`config.mk`:
```
export PLATFORM = sky130hd
export DESIGN_NAME = s27_locked_array
export DESIGN_NICKNAME = d
export VERILOG_FILES = /design/src/rtl/s27_pkg.sv /design/src/rtl/s27_core.sv /design/src/rtl/s27_locked_array.sv
export SDC_FILE = /design/constraint.sdc
export NUM_CORES = 1
export LEC_CHECK = 0
export CORE_UTILIZATION = 35
export DETAILED_ROUTE_END_ITERATION = 7
export GPL_TIMING_DRIVEN = 1
export PLACE_DENSITY = 0.57
export SETUP_SLACK_MARGIN = 0.02
export SLEW_MARGIN = 20
export SYNTH_ARGS = -nofsm -noshare
export SYNTH_HDL_FRONTEND = slang
export SYNTH_SLANG_ARGS = --single-unit
```
`constraint.sdc`:
```
create_clock -name CLK -period 1.5 [get_ports CLK]
set_input_delay 0.225 -clock CLK [delete_from_list [all_inputs] [get_ports CLK]]
set_output_delay 0.225 -clock CLK [all_outputs]
set_load 0.005 [all_outputs]
```
`src/rtl/s27_pkg.sv`:
```
// s27_pkg: constants and helpers shared by the locked s27 array and its
// per-channel core.
//   FLOPS_PER_CH       - state flops per s27 channel (G5, G6, G7)
//   IDX_G5/IDX_G6/IDX_G7 - bit positions of each flop inside a channel's
//                        slice of the key, scan and state vectors
//   key_width()        - total key/scan width for a channel count
//   s27_in_t           - one channel's primary inputs
package s27_pkg;

    localparam int FLOPS_PER_CH = 3;

    localparam int IDX_G5 = 0;
    localparam int IDX_G6 = 1;
    localparam int IDX_G7 = 2;

    typedef struct packed {
        logic g0;
        logic g1;
        logic g2;
        logic g3;
    } s27_in_t;

    function automatic int key_width(input int channels);
        return FLOPS_PER_CH * channels;
    endfunction

endpackage

```
`src/rtl/s27_core.sv`:
```
// s27_core: one s27 channel. Combinational s27 next-state/output logic,
// three state flops (G5, G6, G7) with key gates on their D inputs and a
// scan mux that turns the flops into a 3-bit shift segment.
// Ports:
//   CLK, RST      - clock, asynchronous active-high reset
//   en            - functional state update enable
//   scan_en       - shift the scan segment (wins over en)
//   scan_si       - serial input into G5
//   scan_so       - serial output from G7
//   G0..G3        - s27 primary inputs
//   key, lock     - applied key bits and the correct key bits; each flop's
//                   D is inverted when they differ
//   G17           - s27 output, never key-gated
module s27_core
    import s27_pkg::*;
(
    input  logic                    CLK,
    input  logic                    RST,
    input  logic                    en,
    input  logic                    scan_en,
    input  logic                    scan_si,
    output logic                    scan_so,
    input  logic                    G0,
    input  logic                    G1,
    input  logic                    G2,
    input  logic                    G3,
    input  logic [FLOPS_PER_CH-1:0] key,
    input  logic [FLOPS_PER_CH-1:0] lock,
    output logic                    G17
);

    logic [FLOPS_PER_CH-1:0] q;
    logic [FLOPS_PER_CH-1:0] d;
    logic g5, g6, g7;
    logic g8, g9, g10, g11, g12, g13, g14, g15, g16;

    assign g5 = q[IDX_G5];
    assign g6 = q[IDX_G6];
    assign g7 = q[IDX_G7];

    always_comb begin
        g14 = ~G0;
        g8  = g14 & g6;
        g12 = ~(G1 | g7);
        g15 = g12 | g8;
        g16 = G3 | g8;
        g9  = ~(g16 & g15);
        g11 = ~(g5 | g9);
        g10 = ~(g14 | g11);
        g13 = ~(G2 | g12);
    end

    assign G17 = ~g11;

    // key ^ lock is 0 for a correct key bit, so the flop sees the true s27
    // next state; any wrong bit inverts that flop's D.
    always_comb begin
        d = '0;
        d[IDX_G5] = g10 ^ key[IDX_G5] ^ lock[IDX_G5];
        d[IDX_G6] = g11 ^ key[IDX_G6] ^ lock[IDX_G6];
        d[IDX_G7] = g13 ^ key[IDX_G7] ^ lock[IDX_G7];
    end

    always_ff @(posedge CLK or posedge RST) begin
        if (RST) begin
            q <= '0;
        end else if (scan_en) begin
            q[IDX_G5] <= scan_si;
            q[IDX_G6] <= q[IDX_G5];
            q[IDX_G7] <= q[IDX_G6];
        end else if (en) begin
            q <= d;
        end
    end

    assign scan_so = q[IDX_G7];

endmodule

```
`src/rtl/s27_locked_array.sv`:
```
// s27_locked_array: CHANNELS independent key-locked s27 channels on one
// clock, with a serially loaded, sealable key register and a scan chain
// through every state flop.
// Ports:
//   CLK, RST      - clock, asynchronous active-high reset
//   en            - functional state update enable (all channels)
//   G0..G3        - per-channel s27 inputs, bit c feeds channel c
//   G17           - per-channel s27 output
//   scan_en       - shift the chain (wins over en)
//   scan_in       - chain input, enters ch0.G5
//   scan_out      - chain output from ch(CHANNELS-1).G7, blanked while
//                   sealed when SCAN_OBFUSCATE is set
//   key_in        - key serial data, enters at the MSB
//   key_shift     - shift key_in into the key register (unsealed only)
//   key_seal      - set the sticky sealed flag on the next edge
//   key_sealed    - sealed flag
module s27_locked_array
    import s27_pkg::*;
#(
    parameter int                             CHANNELS       = 4,
    parameter logic [FLOPS_PER_CH*CHANNELS-1:0] LOCK_KEY     = '0,
    parameter bit                             SCAN_OBFUSCATE = 1'b1
) (
    input  logic                CLK,
    input  logic                RST,
    input  logic                en,
    input  logic [CHANNELS-1:0] G0,
    input  logic [CHANNELS-1:0] G1,
    input  logic [CHANNELS-1:0] G2,
    input  logic [CHANNELS-1:0] G3,
    output logic [CHANNELS-1:0] G17,
    input  logic                scan_en,
    input  logic                scan_in,
    output logic                scan_out,
    input  logic                key_in,
    input  logic                key_shift,
    input  logic                key_seal,
    output logic                key_sealed
);

    localparam int W = key_width(CHANNELS);

    logic [W-1:0]                 key_reg;
    logic                         sealed;
    logic [CHANNELS:0]            chain;
    s27_in_t [CHANNELS-1:0]       ch_in;

    assign chain[0] = scan_in;

    for (genvar c = 0; c < CHANNELS; c++) begin : g_ch
        assign ch_in[c] = '{g0: G0[c], g1: G1[c], g2: G2[c], g3: G3[c]};

        s27_core u_core (
            .CLK     (CLK),
            .RST     (RST),
            .en      (en),
            .scan_en (scan_en),
            .scan_si (chain[c]),
            .scan_so (chain[c+1]),
            .G0      (ch_in[c].g0),
            .G1      (ch_in[c].g1),
            .G2      (ch_in[c].g2),
            .G3      (ch_in[c].g3),
            .key     (key_reg[FLOPS_PER_CH*c +: FLOPS_PER_CH]),
            .lock    (LOCK_KEY[FLOPS_PER_CH*c +: FLOPS_PER_CH]),
            .G17     (G17[c])
        );
    end

    // The shift tests the old sealed value, so a shift issued together
    // with key_seal still lands before the register locks.
    always_ff @(posedge CLK or posedge RST) begin
        if (RST) begin
            key_reg <= '0;
            sealed  <= 1'b0;
        end else begin
            if (key_shift && !sealed)
                key_reg <= {key_in, key_reg[W-1:1]};
            if (key_seal)
                sealed <= 1'b1;
        end
    end

    assign key_sealed = sealed;
    assign scan_out   = chain[CHANNELS] & ~(SCAN_OBFUSCATE & sealed);

endmodule

```
==> metrics.md, run 1 <==
| Metric | Value |
|---|---|
| Top cell type by total area after synthesis | `dfrtp_1` |
| Clk pin slew, worst setup/hold paths | `90 ps` |
| Worst Tran Pin Value | `324.8 ps` |
| TritonCTS Buffers | `3` |
| Sequential share of the synthesized area | `0.4352` |
| Hold Vio Cnt, Final | `0` |
| Critical Path End Type | `output port` |
| Power Density | `855.8 mW/mm^2` |
| Fin nets | `226` |
| P_int | `1.214 mW` |
| Total grt overflow | `0` |
| Fin crit share | `0.9995` |
| Syn_nets | `179` |
| Synth area leaders | `dfrtp_1 (44%), mux2_2 (7.0%), nand2_1 (3.9%)` |
| Vias/cell | `5.141` |
| Ys flop type | `dfrtp_1` |
| Largest net degree at the start of global routing | `30` |
| Worst min path class | `in -> async` |
| Synth-to-Final Area Change | `38.64%` |
| Die W | `66.09 um` |
| Final count of pins violating max slew | `0` |
| Share of layout cells above drive strength 1 | `0.2736` |
| Achievable frequency | `0.6670 GHz` |
| Register area | `625.6 um^2` |
| IO buf count | `29` |
| Number of global-route vias before repair | `1312` |
| Mean Syn Cell Area | `9.275 um^2` |
| Final setup violating endpoints | `0` |
| Required time of the critical path | `1270 ps` |
| Static Leak | `0.8956 nW` |
| Ports | `30` |
| Synthesis Warnings | `0` |
| Row count | `22` |
| DRC | `0` |
| Max-slew headroom | `0.7834` |
| Worst-Skew Late Latency | `270 ps` |
| Drt pass-1 iters | `4` |
| Yosys top cell area share | `0.4352` |
| Max FO, Critical Path | `2` |
| Placed Cells | `243` |
| GRT Util Overall | `0.1647` |
| Placer Congestion | `0.7953` |
| Routed vias | `1280` |
| Status | `complete, no violations` |
| Clock power share | `0.235` |
| Global-route wire length before repair | `5526 um` |
| Max rail drop VDD | `0.0003981 V` |
| CP arrival | `1270 ps` |
| N_diodes | `0` |
| Max_cap viols | `0` |
| EDFF count, synth | `0` |
| Chip height | `66.09 um` |
| Syn Std Cell Area | `0.001438 mm^2` |
| Synth Instances | `155` |
| Core Region | `0.003799 mm^2` |
| Non-Filler Instances | `249` |
| Max Root-Sink Buffers | `2` |
| Die area | `0.004368 mm^2` |
| Area of the multi-input gates | `748.2 um^2` |
| Worst r2r src | `g_ch[3].u_core.q[2]$_DFFE_PP0P_` |
| Critical path class | `reg -> out` |
| Ys async rst share | `1.000` |
| RSZ-0062 raised after global routing | `true` |
| Root Driver | `clkbuf_8` |
| Sw Pwr | `491.8 uW` |
| Minimum clock period | `1499 ps` |
| Initial antenna violation count | `0` |
| Routed WL per cell | `12.73 um` |
| Crit start category | `flip-flop` |
| DRT iter0 DRCs | `71` |
| Fillers | `351` |
| Synth cell types | `37` |
| Drt total wl | `3171 um` |
| DP HPWL | `2265 um` |
| Switch share | `0.2883` |
| TritonCTS clock tree | `yes` |
| Sequential Power Share | `0.483` |
| Final ANT Viol Nets | `0` |
| CTS H-tree depth | `1` |
| Total power | `1.706 mW` |
| Skew final | `4.300 ps` |
| Share of power burned in combinational logic | `0.282` |
| Hold slack | `303.0 ps` |
| Clock sink count | `25` |
| Initial Util | `0.3785` |
| Synth Register Bits | `25` |
| CP Launch Point | `g_ch[3].u_core.q[2]$_DFFE_PP0P_` |
-- metal layers --
layer  up-vias  routed length, um  GRT usage
met5         -                  0          0
met4         0                  4    0.05319
li1        644                  -          -
met1       616               1413     0.1935
met2        18               1664     0.3010
met3         2                 88    0.02759
-- final timing paths --
kind | slack (ps) | cells after the start | to
max reg2reg | 50 | 5 | g_ch[3].u_core.q[0]$_DFFE_PP0P_
min | 300 | 3 | key_reg[2]$_DFFE_PP0P_
min in group CLK | 520 | 2 | key_sealed$_DFFE_PP0P_
max in group asynchronous | 950 | 3 | key_reg[6]$_DFFE_PP0P_
max | 0.8 | 4 | G17[3]
min reg2reg | 540 | 2 | g_ch[2].u_core.q[2]$_DFFE_PP0P_
-- cell type report --
class | count | share of cell area
repair buffers | 54 | 0.2335
flip-flops and latches | 25 | 0.3139
well taps | 48 | 0.03013
inverters | 13 | 0.02448
clock buffers | 4 | 0.02260
multi-input cells | 105 | 0.3754
-- cells in the mapped netlist, drive strengths merged, types with 4 or more instances --
cell type	count
nand2	15
a31oi	7
a21oi	7
dfrtp	25
nor2	8
inv	13
mux2i	4
nor3b	4
mux2	9
o21ai	14
buf	10
-- worst max-delay path, stage by stage (launching register included) --
cell and delay, ps:
dfrtp_1 410, nor3b_2 220, a21oi_2 50, or2_4 220
clkbuf_2 110
-- through the flow --
stage	util	TNS, ps	setup slack [ps]	cell area, um^2
floorplan	-	0	107.7	1438
global placement	0.5016	-2373	-403.5	1906
detailed placement	0.5016	-2476	-425.6	1906
CTS	0.5198	-143.1	-137.0	1974
global route	0.5247	-202.9	-79.67	1993
finish	0.5247	0	0.7954	1993
-- power groups by stage --
| stage | clock network, mW | logic (mW) | registers (mW) |
|---|---|---|---|
| final | 0.400 | 0.482 | 0.823 |
| after global routing | 0.463 | 0.536 | 0.834 |
| after CTS | 0.422 | 0.474 | 0.821 |
| after detailed placement | 0 | 0.469 | 0.829 |
| after global placement | 0 | 0.455 | 0.826 |
| after floorplan | 0 | 0.261 | 0.820 |
-- logic make-up (layout without fill, tap and decap cells) --
| group | count (synthesis) | after routing | share of synthesized area |
|---|---|---|---|
| AOI/OAI and AO/OA | 45 | 45 | 0.2010 |
| xor gates and xnor gates | 3 | 3 | 0.01828 |
| buffers and inverters | 25 | 71 | 0.08095 |
| DFF | 25 | 25 | 0.4352 |
| muxes | 13 | 13 | 0.09835 |
| and+or+nand+nor | 44 | 44 | 0.1662 |
-- repair_timing --
item,CTS,global route
endpoints found under the setup margin,6,8
resized for setup,25,8
setup buffers,2,0
hold buffers,0,0
pin swaps,9,4
-- layout by cell type (no fill, tap or decap), types with 2 or more instances in the layout --
cell             netlist  layout
dfrtp_1               25      25
dlygate4sd2_1          0       4
mux2i_1                4       4
o21ai_1                5       4
a31oi_1                6       6
inv_1                 13      13
or3b_4                 0       2
nor3b_1                4       3
o221ai_1               2       2
buf_4                  4      24
a41oi_1                3       2
nor3_1                 3       3
clkbuf_8               0       3
o21bai_1               2       2
clkdlybuf4s50_1        0      20
nand3_1                2       2
buf_2                  6       3
nand2_1               15      13
nand2_2                0       2
nand2b_1               3       3
o21ai_0                9       9
o22ai_1                3       3
a21o_1                 2       2
xor2_1                 2       2
mux2_2                 9       9
a21oi_1                7       5
nor2_1                 8       8
No activity file was read; power rests on OpenSTA's default activity.
==> run 2: changes to the inputs <==
--- a/config.mk
+++ b/config.mk
@@ -5,10 +5,11 @@
 export SDC_FILE = /design/constraint.sdc
 export NUM_CORES = 1
 export LEC_CHECK = 0
-export CORE_UTILIZATION = 35
+export CORE_UTILIZATION = 50
 export DETAILED_ROUTE_END_ITERATION = 7
 export GPL_TIMING_DRIVEN = 1
-export PLACE_DENSITY = 0.57
+export PLACE_DENSITY = 0.77
+export REMOVE_ABC_BUFFERS = 1
 export SETUP_SLACK_MARGIN = 0.02
 export SLEW_MARGIN = 20
 export SYNTH_ARGS = -nofsm -noshare
==> metrics.md, run 2 (same netlist as run 1, synthesis figures left out) <==
| Metric | Value |
|---|---|
| CP Cell Sequence | `nor3b_2, a21oi_2, or2_4, buf_6` |
| Core Region | `0.002734 mm^2 (-28%)` |
| Crit start category | `flip-flop` |
| Root Driver | `clkbuf_4` |
| Fin crit share | `1.063 (+0.06360)` |
| TritonCTS Buffers | `3 (unchanged)` |
| Chip height | `55.62 um (-16%)` |
| IO buf count | `29 (unchanged)` |
| DP HPWL | `2439 um (+7.7%)` |
| Max FO, Critical Path | `2 (unchanged)` |
| Slowest stage delay, CP | `420 ps (about the same)` |
| Max-slew headroom | `0.7831 (about the same)` |
| Number of global-route vias before repair | `1402 (+6.9%)` |
| Total grt overflow | `0 (unchanged)` |
| Drt pass-1 iters | `5 (+1)` |
| Worst Tran Pin Value | `325.3 ps (+0.4591 ps)` |
| CP arrival | `1370 ps (+100 ps)` |
| Clk pin slew, worst setup/hold paths | `140 ps (+50 ps)` |
| Commonest non-fill, non-tap cell in the layout | `buf_4` |
| Required time of the critical path | `1270 ps (about the same)` |
| Critical Path End Type | `output port` |
| CTS H-tree depth | `1 (unchanged)` |
| Initial Util | `0.5259 (+0.1474)` |
| Final count of pins violating max slew | `0 (unchanged)` |
| Static Leak | `0.9152 nW (+2.2%)` |
| Final setup violating endpoints | `5 (+5)` |
| Share of power burned in combinational logic | `0.325 (+0.043)` |
| Achievable frequency | `0.6271 GHz (-6.0%)` |
| P_int | `1.165 mW (-4.0%)` |
| Worst r2r src | `g_ch[3].u_core.q[2]$_DFFE_PP0P_` |
| Status | `complete, but fails checks` |
| Fin nets | `230 (+1.8%)` |
| Worst path slowest cell | `dfrtp_1` |
| Final ANT Viol Nets | `0 (unchanged)` |
| Die W | `55.62 um (-16%)` |
| Synth-to-Final Area Change | `39.69%` |
| Initial antenna violation count | `0 (unchanged)` |
| Worst-Skew Late Latency | `320 ps (+50 ps)` |
| Hold Vio Cnt, Final | `0 (unchanged)` |
| Placer Congestion | `0.7883 (-0.88%)` |
| Ports | `30 (unchanged)` |
| Placed Area | `0.001869 mm^2 (-1.9%)` |
| N_diodes | `0 (unchanged)` |
| Minimum clock period | `1595 ps (+95.40 ps)` |
| Total power | `1.682 mW (-1.4%)` |
| Critical path class | `reg -> out` |
| Max_cap viols | `0 (unchanged)` |
| Place WS | `-476.1 ps (-50.51 ps)` |
| Fillers | `185 (-47%)` |
| RSZ-0062 raised after global routing | `true` |
| DRC | `0 (unchanged)` |
| Vias/cell | `5.856 (+14%)` |
| Clock power share | `0.183 (-0.052)` |
| Power Density | `837.4 mW/mm^2 (-2.1%)` |
| Skew final | `12.46 ps (+8.159 ps)` |
| Routed vias | `1382 (+8.0%)` |
| Max rail drop VDD | `0.0007450 V (+87%)` |
| Die area | `0.003094 mm^2 (-29%)` |
| Largest net degree at the start of global routing | `30 (unchanged)` |
| Setup WS post-layout | `-94.60 ps (-95.40 ps)` |
| Sw Pwr | `516.7 uW (+5.1%)` |
| Row count | `19 (-14%)` |
| Global-route wire length before repair | `5996 um (+8.5%)` |
| Commonest non-fill, non-tap cells in the layout | `buf_4 (27), dfrtp_1 (25), clkdlybuf4s50_1 (24)` |
| DRT iter0 DRCs | `48 (-32%)` |
| CP Launch Point | `g_ch[3].u_core.q[2]$_DFFE_PP0P_` |
| GRT Util Overall | `0.2435 (+0.07877)` |
| Sequential Power Share | `0.492 (+0.009)` |
| Hold slack | `241.0 ps (-62.04 ps)` |
| Fin util | `0.7346 (+0.2099)` |
| Switch share | `0.3073 (+0.01898)` |
| Share of layout cells above drive strength 1 | `0.3171 (+0.04344)` |
| Failing checks | `negative setup slack` |
| Drt total wl | `3537 um (+12%)` |
| Clock sink count | `25 (unchanged)` |
| Design Area, Final | `0.002008 mm^2 (+0.75%)` |
| Hold_buf cts | `0 (unchanged)` |
| Routed WL per cell | `14.99 um (+18%)` |
| TritonCTS clock tree | `yes` |
| Worst min path class | `in -> async` |
| Max Root-Sink Buffers | `2 (unchanged)` |
[run 2: cell count changes in the layout (fill, tap and decap cells not counted), moves of 2 or more]
cell / previous run / this run
buf_6: 0 / 2
buf_4: 24 / 27
dlygate4sd2_1: 4 / 0
clkdlybuf4s50_1: 20 / 24
clkbuf_4: 0 / 3
clkbuf_8: 3 / 0
[run 2: worst paths after layout]
kind / to / slack [ps] / cells past startpoint
setup reg to reg: g_ch[3].u_core.q[0]$_DFFE_PP0P_ / -70 / 6
hold reg to reg: key_sealed$_DFFE_PP0P_ / 540 / 1
setup / recovery: G17[3] / -90 / 4
max in group asynchronous: key_reg[8]$_DFFE_PP0P_ / 1010 / 3
min in group CLK: key_sealed$_DFFE_PP0P_ / 480 / 2
hold / removal: g_ch[3].u_core.q[2]$_DFFE_PP0P_ / 240 / 3
[run 2: stage by stage]
stage	setup TNS, ps	cells
after floorplan	-318.4	143
after global placement	-2188	224
after detailed placement	-2801	224
after CTS	-260.2	234
after global routing	-633.0	236
final	-284.8	236
[run 2: power groups by stage]
stage / logic, mW / registers [mW] / clock network, mW
3_3_place_gp: 0.432 / 0.828 / 0
2_1_floorplan: 0.219 / 0.820 / 0
6_report: 0.547 / 0.827 / 0.307
3_5_place_dp: 0.456 / 0.833 / 0
5_1_grt: 0.600 / 0.834 / 0.338
4_1_cts: 0.516 / 0.821 / 0.311
[run 2: area by class of cell]
class / count / area [um^2] / area share
Inverter: 13 / 48.80 / 0.02430
Clock inverter: 1 / 5.005 / 0.002492
Multi-Input combinational cell: 105 / 762.0 / 0.3794
Timing Repair Buffer: 58 / 505.5 / 0.2517
Clock buffer: 3 / 22.52 / 0.01121
Sequential cell: 25 / 625.6 / 0.3115
Tap cell: 31 / 38.79 / 0.01931
[run 2: what timing repair did]
action	4_1_cts	5_1_grt
buffers inserted	8	3
pin swaps	9	8
resized for setup	26	11
setup endpoints to repair	5	12
gates cloned	0	0
[run 2: layer usage]
metal / vias up / global-route usage / part of all wire
met3: 6 / 0.03488 / 0.036
met4: 0 / 0.08929 / 0.011
met5: - / 0 / 0
met2: 36 / 0.4406 / 0.54
met1: 687 / 0.2928 / 0.41
li1: 653 / - / -
[run 2: worst max-delay path: cells and delay by family (launching register included)]
family / cells / cell delay [ps]
buf+inv: 1 / 110
compound gates: 1 / 60
simple gates: 2 / 450
flops: 1 / 420
